### src/rtl/prog_seq_pkg.sv
// Shared definitions for the program sequencer: the state encoding, the
// table of program base addresses and the default run-length limit.
`timescale 1ns/1ps

package prog_seq_pkg;

    // Sequencer states, one active per cycle.
    typedef enum logic [2:0] {
        IDLE  = 3'd0,
        ARMED = 3'd1,
        LOAD  = 3'd2,
        RUN   = 3'd3,
        FIN   = 3'd4
    } state_t;

    // Width of the entries in the base address table.
    localparam int BASE_W = 10;

    // Number of valid programs; any ProgSel at or above this is rejected.
    localparam logic [1:0] NUM_PROGS = 2'd3;

    // Start address of each program in instruction memory.
    localparam logic [BASE_W-1:0] PROG_BASE [3] = '{10'd0, 10'd128, 10'd256};

    // Default number of RUN cycles before a program is forcibly ended.
    localparam logic [15:0] MAX_CYCLES_DEFAULT = 16'd4095;

    // Looks up a base address. Out-of-range selections return 0, although the
    // sequencer never loads one.
    function automatic logic [BASE_W-1:0] progBase(input logic [1:0] sel);
        logic [BASE_W-1:0] addr;
        case (sel)
            2'd0:    addr = PROG_BASE[0];
            2'd1:    addr = PROG_BASE[1];
            2'd2:    addr = PROG_BASE[2];
            default: addr = '0;
        endcase
        return addr;
    endfunction

endpackage

### src/rtl/prog_seq_cnt.sv
// RUN-cycle counter for the program sequencer. It clears at the start of a
// launch, counts while enabled, and flags the last cycle before the limit.
`timescale 1ns/1ps

module prog_seq_cnt
    import prog_seq_pkg::*;
#(
    parameter int               CNT_W      = 16,
    parameter logic [CNT_W-1:0] MAX_CYCLES = CNT_W'(MAX_CYCLES_DEFAULT)
) (
    input  logic             i_clk,
    input  logic             i_reset,
    input  logic             i_clear,
    input  logic             i_enable,
    output logic [CNT_W-1:0] o_count,
    output logic             o_lastCycle
);

    localparam logic [CNT_W-1:0] LAST_VALUE = MAX_CYCLES - CNT_W'(1);

    logic [CNT_W-1:0] r_count;

    // The count saturates at MAX_CYCLES. The sequencer always leaves RUN when
    // the limit is reached, so it never needs to count further.
    always_ff @(posedge i_clk) begin
        if (i_reset) begin
            r_count <= '0;
        end else if (i_clear) begin
            r_count <= '0;
        end else if (i_enable && (r_count != MAX_CYCLES)) begin
            r_count <= r_count + CNT_W'(1);
        end
    end

    assign o_count     = r_count;
    assign o_lastCycle = (r_count == LAST_VALUE);

endmodule

### src/rtl/prog_seq.sv
// Program sequencer. It launches one of a few fixed programs, lets the
// datapath run until it halts or until a cycle limit is hit, and then reports
// completion. All outputs decode from registered state. Stall reaches the
// outputs only through PcEn while in RUN.
`timescale 1ns/1ps

module prog_seq
    import prog_seq_pkg::*;
#(
    parameter int               ADDR_W     = 10,
    parameter int               CNT_W      = 16,
    parameter logic [CNT_W-1:0] MAX_CYCLES = CNT_W'(MAX_CYCLES_DEFAULT)
) (
    input  logic              i_clk,
    input  logic              i_reset,
    input  logic              i_start,
    input  logic [1:0]        i_progSel,
    input  logic              i_done,
    input  logic              i_stall,
    output logic              o_loadEn,
    output logic [ADDR_W-1:0] o_loadAddr,
    output logic              o_pcEn,
    output logic              o_busy,
    output logic              o_ack,
    output logic              o_timeout,
    output logic              o_badSel,
    output logic [CNT_W-1:0]  o_cycleCount
);

    state_t           r_state;
    state_t           w_nextState;
    logic [1:0]       r_selReg;
    logic             r_timeout;
    logic             r_badSel;
    logic             w_setTimeout;
    logic             w_setBadSel;
    logic             w_launch;
    logic             w_running;
    logic             w_lastCycle;
    logic [CNT_W-1:0] w_count;

    // A LOAD cycle starts a fresh run. The counter and both status flags are
    // wiped on the edge that leaves LOAD.
    assign w_launch  = (r_state == LOAD);
    assign w_running = (r_state == RUN);

    prog_seq_cnt #(
        .CNT_W      (CNT_W),
        .MAX_CYCLES (MAX_CYCLES)
    ) u_cnt (
        .i_clk       (i_clk),
        .i_reset     (i_reset),
        .i_clear     (w_launch),
        .i_enable    (w_running),
        .o_count     (w_count),
        .o_lastCycle (w_lastCycle)
    );

    // State register.
    always_ff @(posedge i_clk) begin
        if (i_reset) begin
            r_state <= IDLE;
        end else begin
            r_state <= w_nextState;
        end
    end

    // Capture the program index on the same edge that leaves IDLE.
    always_ff @(posedge i_clk) begin
        if (i_reset) begin
            r_selReg <= 2'd0;
        end else if ((r_state == IDLE) && i_start) begin
            r_selReg <= i_progSel;
        end
    end

    // Status flags stay set until the next launch so that software can read
    // them after the run has finished.
    always_ff @(posedge i_clk) begin
        if (i_reset) begin
            r_timeout <= 1'b0;
            r_badSel  <= 1'b0;
        end else if (w_launch) begin
            r_timeout <= 1'b0;
            r_badSel  <= 1'b0;
        end else begin
            if (w_setTimeout) begin
                r_timeout <= 1'b1;
            end
            if (w_setBadSel) begin
                r_badSel <= 1'b1;
            end
        end
    end

    // Next-state logic. Done has priority over the cycle limit. Start is
    // looked at only in IDLE and ARMED, so holding it through a run cannot
    // cause a relaunch.
    always_comb begin
        w_nextState  = r_state;
        w_setTimeout = 1'b0;
        w_setBadSel  = 1'b0;
        case (r_state)
            IDLE: begin
                if (i_start) begin
                    w_nextState = ARMED;
                end
            end
            ARMED: begin
                if (!i_start) begin
                    if (r_selReg < NUM_PROGS) begin
                        w_nextState = LOAD;
                    end else begin
                        w_nextState = FIN;
                        w_setBadSel = 1'b1;
                    end
                end
            end
            LOAD: begin
                w_nextState = RUN;
            end
            RUN: begin
                if (i_done) begin
                    w_nextState = FIN;
                end else if (w_lastCycle) begin
                    w_nextState  = FIN;
                    w_setTimeout = 1'b1;
                end
            end
            FIN: begin
                w_nextState = IDLE;
            end
            default: begin
                w_nextState = IDLE;
            end
        endcase
    end

    // Output decode from the current state. LoadAddr is forced to zero
    // outside LOAD so the datapath never sees a stale address.
    always_comb begin
        o_loadEn   = 1'b0;
        o_loadAddr = '0;
        o_pcEn     = 1'b0;
        o_ack      = 1'b0;
        o_busy     = (r_state != IDLE);
        case (r_state)
            LOAD: begin
                o_loadEn   = 1'b1;
                o_loadAddr = ADDR_W'(progBase(r_selReg));
            end
            RUN: begin
                o_pcEn = ~i_stall;
            end
            FIN: begin
                o_ack = 1'b1;
            end
            default: begin
                o_loadEn = 1'b0;
            end
        endcase
    end

    assign o_timeout    = r_timeout;
    assign o_badSel     = r_badSel;
    assign o_cycleCount = w_count;

endmodule
### config.mk
export PLATFORM = sky130hd
export DESIGN_NAME = prog_seq
export DESIGN_NICKNAME = d
export VERILOG_FILES = /design/src/rtl/prog_seq_pkg.sv /design/src/rtl/prog_seq_cnt.sv /design/src/rtl/prog_seq.sv
export SDC_FILE = /design/constraint.sdc
export NUM_CORES = 1
export LEC_CHECK = 0
export ABC_AREA = 0
export BUFFER_PORTS_ARGS = -buffer_cell sky130_fd_sc_hd__buf_2
export CAP_MARGIN = 20
export CORE_MARGIN = 8
export CORE_UTILIZATION = 46
export DETAILED_ROUTE_END_ITERATION = 6
export HOLD_SLACK_MARGIN = 0.15
export PLACE_DENSITY = 0.83
export SYNTH_ARGS = -nofsm -noshare
export SYNTH_HDL_FRONTEND = slang
export SYNTH_HIERARCHICAL = 1
export SYNTH_SLANG_ARGS = --single-unit
### constraint.sdc
create_clock -name i_clk -period 2.1 [get_ports i_clk]
set_input_delay 0.21 -clock i_clk [delete_from_list [all_inputs] [get_ports i_clk]]
set_output_delay 0.21 -clock i_clk [all_outputs]
set_load 0.02 [all_outputs]
### Yosys cells after proc, flatten, opt, wreduce, memory -nomap -nowiden

Index checks and enable logic that the tools add are counted.
W data, S select, Z words.

| storage, ports and cells | value |
|---|---|
| latch bits | 0 |
| memories kept | 0 |
| ROM bits | 0 |
| bits of input ports | 7 |
| flip-flop bits (word level) | 23 |
| RAM bits | 0 |
| output and inout port bits | 32 |
| word-level logic and storage cells | 42 |

| cells by class | value |
|---|---|
| mux-type cells | 17 |
| divide/modulo/power cells | 0 |
| add/subtract/negate cells | 1 |
| bitwise operators | 1 |
| $mul | 0 |
| shift-type cells | 0 |
| $lt $le $gt $ge | 1 |
| equal/unequal tests | 11 |
| reductions and logical operators | 6 |

Operator list:

| operator | number |
|---|---|
| $pmux W9 S2 | 1 |
| $add A16 B1 Y16 const B | 1 |
| $eq A16 B12 Y1 const B | 1 |
| $ne A16 B12 Y1 const B | 1 |
| $mux W3 | 5 |
| $pmux W3 S4 | 1 |
| $mux W1 | 9 |
| $mux W9 | 1 |
| $eq A3 B2 Y1 const B | 2 |
| $ne A2 B2 Y1 const B | 2 |
| $eq A3 B1 Y1 const B | 1 |
| $eq A3 B3 Y1 const B | 1 |
| $logic_not A3 Y1 | 1 |
| $ne A3 B3 Y1 const B | 1 |
| $reduce_and A3 Y1 | 1 |
| $reduce_bool A3 Y1 | 1 |
| $eq A2 B1 Y1 const B | 1 |
| $eq A2 B2 Y1 const B | 1 |
| $logic_and A1 B1 Y1 | 2 |
| $lt A2 B2 Y1 const B | 1 |
| $reduce_or A2 Y1 | 1 |
| $not A1 Y1 | 1 |

### Longest topological paths before layout

| depth | value |
|---|---|
| depth after elaboration | 4 |
| mapped depth | 8 |

### Hierarchy

Netlist, hierarchy kept.

Modules (own cells, without submodules):

| module | instances | sequential area each (sq um) | cells each | area an instance (sq um) |
|---|---|---|---|---|
| prog_seq_cnt | 1 | 320.3 | 101 | 857.1 |
| prog_seq | 1 | 140.1 | 51 | 475.5 |

### Least setup slack after synthesis

No wires, ideal clock.

| path | value |
|---|---|
| kind | register -> register |
| start | register r_state[2] |
| end | register u_cnt.r_count[11], in the netlist u_cnt/o_count[11] |
| library setup time | 70 ps |
| setup slack | 106 ps |
| arrival time | 1,924 ps |
| period minus slack after synthesis | 1,994 ps |
| path buffers | 3 |
| stages on the path, launching flop included | 9 |
| cells stage by stage | dfxtp_1 > clkbuf_2 > and3b_1 > clkbuf_1 > nand3_1 > or3_1 > clkbuf_1 > or4_1 > a21oi_1 |

| on the way | value |
|---|---|
| cells in the longest elaborated chain, start to end | 2 |
| elaborated cells on any way between the ends | 4 |
| classes of those cells | 2 x eq/ne; 2 x reduce/logical |

RTL lines:

| what | line | RTL |
|---|---|---|
| start, declared | prog_seq.sv:30 | `state_t r_state;` |
| start signal, assigned | prog_seq.sv:64 | `r_state <= w_nextState;` |
| $eq A3 B2 Y1 | prog_seq.sv:45 | `assign w_running = (r_state == RUN);` |
| via w_running | prog_seq.sv:38 | `logic w_running;` |
| $logic_and A1 B1 Y1 | prog_seq_cnt.sv:30 | `end else if (i_enable && (r_count != MAX_CYCLES)) begin` |
| end signal, assigned | prog_seq_cnt.sv:31 | `r_count <= r_count + CNT_W'(1);` |
| end, declared | prog_seq_cnt.sv:21 | `logic [CNT_W-1:0] r_count;` |

The timed path passes the listed nets, and every way through them passes these cells.
A chain may end at the register's enable or synchronous reset.

### Worst setup path after layout

| path | value |
|---|---|
| start | register u_cnt.r_count[15], in the netlist u_cnt/o_count[15] |
| end | register r_state[2] |

| on the way | value |
|---|---|
| cells in the longest elaborated chain, start to end | 3 |

RTL lines:

| what | line | RTL |
|---|---|---|
| $eq A16 B12 Y1 | prog_seq_cnt.sv:36 | `assign o_lastCycle = (r_count == LAST_VALUE);` |
| via w_lastCycle | prog_seq.sv:39 | `logic w_lastCycle;` |
| $ne A3 B3 Y1 (no source line) | n/a |  |
| $reduce_and A3 Y1 (no source line) | n/a |  |

The timed path passes the listed nets, and every way through them passes these cells.

==> metrics.md <==
| Metric | Value |
|---|---|
| Cell types with the highest counts after synthesis | sky130_fd_sc_hd__dfxtp_1, sky130_fd_sc_hd__a21oi_1, sky130_fd_sc_hd__buf_4 |
| Run status | finished, final reports clean |
| Launching element type of the critical path | register |
| Static Leak | 0.632 nW |
| Remaining number of nets flagged by the antenna check after routing | 0 |
| Die area | 0.00487 mm^2 |
| Number of sinks handled by clock tree synthesis | 23 |
| Final setup vio count | 0 |
| Warnings from Yosys | 6 |
| Relative area change from synthesis to final layout | 17.9% |
| Chip width | 69.8 um |
| I/O pin cnt | 39 |
| Clock root buffer master | sky130_fd_sc_hd__clkbuf_4 |
| Clock tree buffer depth | 2 |
| Hold slack final | 0.160 ns |
| Total Wirelength | 3.32 mm |
| Vias in the first global route | 1,232 |
| Core area | 0.00276 mm^2 |
| Total congestion overflow | 0 |
| Final weighted congestion in routability-driven placement | 0.850 |
| RSZ-0062 raised after global routing | false |
| Reg-to-reg slack, setup | 0.07 ns |
| Yosys top cell area share | 0.346 |
| Switching part of the total power | 0.266 |
| Row Count | 19 |
| Wire length of the first global-routing pass | 5.51 mm |
| Nets@finish | 199 |
| Post-CTS Repair Setup Buffers | 0 |
| Critical path cell sequence | or4_4, nor3_2, and4_1, o21ai_0, a2111oi_0 |
| Worst path setup slack after routing | 0.0675 ns |
| Final total negative setup slack | 0 ns |
| Switching power | 0.199 mW |
| Max-cap violation count | 0 |
| Y dimension of the die | 69.8 um |
| Hold path startpoint | i_progSel[1] |
| Worst relative slew slack | 0.678 |
| Ratio of cells with drive above 1 in the final layout | 0.291 |
| Worst hold path endpoint | r_selReg[1] |
| Top-count cell post-synth | sky130_fd_sc_hd__dfxtp_1 |
| Sequential cell fraction of total power | 0.604 |
| Number of optimization iterations in the first detailed-route pass | 4 |
| Num CTS Buffers | 3 |
| Overall Global Routing Usage | 0.130 |
| Area occupied by multi-input gates | 778 um^2 |
| Port-buffer cells | 30 |
| Part of the cycle the worst path needs | 0.968 |
| Arrival time at the worst endpoint | 2.23 ns |
| Post-route DRC | 0 |
| Sequential area share after synthesis | 0.346 |
| Register area | 460 um^2 |
| Total power per unit cell area | 474 mW/mm^2 |
| Routed wire length per instance | 15.1 um |
| Post-CTS clock slew at the launch and capture registers of the worst setup and hold paths | 0.13 ns |
| Required time reported for the critical path endpoint | 2.29 ns |
| Largest net degree at the start of global routing | 15 |
| Internal | 0.547 mW |
| Diodes inserted | 0 |
| Post-Syn Instances | 152 |
| Worst clock skew | 0.0102 ns |
| Slowest-stage cell, CP | sky130_fd_sc_hd__or4_4 |
| Detail-routed via count per cell | 5.84 |
| Starting density of the core | 0.483 |
| Type of the worst min-delay path | input port to register |
| Fraction of the core area covered by cells at the end of the flow | 0.570 |
| Worst Setup End Kind | register |
| Initial antenna violation count | 0 |
| Clock network latency to the later pin of the worst-skew pair | 0.31 ns |
| Area leader, netlist | sky130_fd_sc_hd__dfxtp_1 |
| Number of cells traversed by the worst hold path | 3 |
| Kind of critical path | register to register |
| Share of flip-flops with an asynchronous set or reset after synthesis | 0 |
| Max-slew violation count | 0 |
| Average footprint of a synthesized cell | 8.77 um^2 |
| Synth Register Bits | 23 |
| Count of hold-fix buffers inserted at cts | 0 |
| DR vias | 1,284 |
| Post-DP HPWL | 2.53 mm |
| Post-synth cell types | 44 |
| Largest incremental delay on the critical path | 0.58 ns |
| Crit path max fanout | 5 |
| Count of final hold-check violations | 0 |
| Area of the mapped netlist | 0.00133 mm^2 |
| Fillcell total | 254 |
| Period minus WS final | 2.03 ns |
| H-tree depth reported by CTS | 1 |
| Slew at the pin closest to its max-slew limit | 0.470 ns |
| Prevailing post-synth register cell | sky130_fd_sc_hd__dfxtp_1 |
| Worst setup timing slack at the placement stage | 0.0913 ns |
| Synth area leaders | sky130_fd_sc_hd__dfxtp_1, sky130_fd_sc_hd__buf_4, sky130_fd_sc_hd__a21oi_1, sky130_fd_sc_hd__nand4_1, sky130_fd_sc_hd__or3_1 |
| Portion of total power attributed to combinational logic | 0.120 |
| Highest achievable clock rate | 0.492 GHz |
| Max rail drop VDD | 499 uV |
| Endpoint of the worst-slack reg-to-reg timing path | r_state[2] |
| Part of the power in the clock network | 0.276 |
| Register-to-Register Path Depth | 5 |
| Number of enable-type register cells in the synthesized netlist | 0 |
| TritonCTS clock tree | yes |
| Drt initial violations | 46 |
| Critical register-to-register path startpoint | u_cnt/o_count[15] |
worst max path at each step:
stage | startpoint | to | slack, ns | cells past startpoint
6_report | u_cnt/o_count[15] | r_state[2] | 0.07 | 5
5_1_grt | u_cnt/o_count[15] | r_state[2] | 0.02 | 5
4_1_cts | u_cnt/o_count[15] | r_state[2] | 0.04 | 5
3_5_place_dp | u_cnt/o_count[15] | r_state[2] | 0.09 | 5
3_3_place_gp | u_cnt/o_count[15] | r_state[2] | 0.20 | 5
2_1_floorplan | r_state[2] | u_cnt/o_count[11] | 0.11 | 8
cell families (layout without fill, tap and decap cells):
group / after synthesis / after routing / synth area share
adder cells (fa/ha/maj): 2 / 2 / 0.0188
multiplexers: 3 / 3 / 0.0225
flip-flops: 23 / 23 / 0.346
AO/OA/AOI/OAI: 35 / 35 / 0.172
other: 1 / 8 / 0.00281
AND/OR/NAND/NOR: 63 / 63 / 0.331
XOR/XNOR: 2 / 2 / 0.0131
buffers and inverters: 23 / 53 / 0.0939
layout by cell type, fill, tap and decap left out, types with 2 or more instances in the layout:
cell	count
sky130_fd_sc_hd__or3b_1	3
sky130_fd_sc_hd__a2111oi_0	2
sky130_fd_sc_hd__nand4_1	7
sky130_fd_sc_hd__a211oi_1	2
sky130_fd_sc_hd__or3_1	7
sky130_fd_sc_hd__or4_4	2
sky130_fd_sc_hd__inv_1	7
sky130_fd_sc_hd__or2_2	2
sky130_fd_sc_hd__xnor2_1	2
sky130_fd_sc_hd__and3b_1	3
sky130_fd_sc_hd__buf_4	12
sky130_fd_sc_hd__nor4_1	3
sky130_fd_sc_hd__o21ai_0	5
sky130_fd_sc_hd__nand2_1	6
sky130_fd_sc_hd__nand3_1	4
sky130_fd_sc_hd__and4_1	2
sky130_fd_sc_hd__mux2i_1	3
sky130_fd_sc_hd__buf_2	30
sky130_fd_sc_hd__conb_1	8
sky130_fd_sc_hd__clkbuf_4	3
sky130_fd_sc_hd__dfxtp_1	23
sky130_fd_sc_hd__o31ai_1	5
sky130_fd_sc_hd__or4_1	4
sky130_fd_sc_hd__a21oi_1	12
sky130_fd_sc_hd__nand2b_1	4
sky130_fd_sc_hd__nor2_1	5
sky130_fd_sc_hd__nand4bb_1	3
sky130_fd_sc_hd__ha_1	2
power groups by stage:
| stage | Combinational, mW | Sequential (mW) | Clock, mW |
|---|---|---|---|
| global route | 0.0976 | 0.452 | 0.230 |
| detailed placement | 0.0879 | 0.459 | 0 |
| CTS | 0.0884 | 0.450 | 0.212 |
| global placement | 0.0848 | 0.459 | 0 |
| floorplan | 0.0704 | 0.462 | 0 |
| finish | 0.0898 | 0.450 | 0.206 |
sequential cells by signal, indices dropped and copies added, names as in the netlist:
register and cells:
u_cnt/o_count 16, o_badSel 1, o_timeout 1, r_selReg 2, r_state 3
routing by layer:
layer | global-route usage | share of wire | wire length [um] | vias up
met3 | 0.0315 | 0.049 | 163 | 2
met4 | 0.0402 | 0.0048 | 16 | 0
met2 | 0.221 | 0.50 | 1660 | 31
met5 | 0 | 0 | 0 | -
met1 | 0.156 | 0.45 | 1480 | 614
li1 | - | - | - | 637
worst max-delay path: cells and delay by family, from the launching register on:
family             cells  cell delay [ns]
DFF                    1             0.36
AOI/OAI and AO/OA      2             0.44
and+or+nand+nor        3             1.11
metrics by stage:
stage / total power, mW / std cells / instance area [um^2]
floorplan: 0.532 / 159 / 1360
global placement: 0.544 / 216 / 1540
detailed placement: 0.547 / 216 / 1540
CTS: 0.751 / 220 / 1570
global route: 0.779 / 220 / 1570
finish: 0.745 / 220 / 1570
timing repair:
item | in CTS | in global routing
endpoints found under the hold margin | 0 | 0
setup endpoints to repair | 0 | 1
resized for setup | 0 | 1
final cells by class:
class | count | area share
Clock inverter | 1 | 0.00318
Timing Repair Buffer | 42 | 0.153
Tap cell | 31 | 0.0247
Multi-Input combinational cell | 113 | 0.495
Clock buffer | 3 | 0.0143
Sequential cell | 23 | 0.293
Inverter | 7 | 0.0167
No activity file was read; power rests on OpenSTA's default activity.
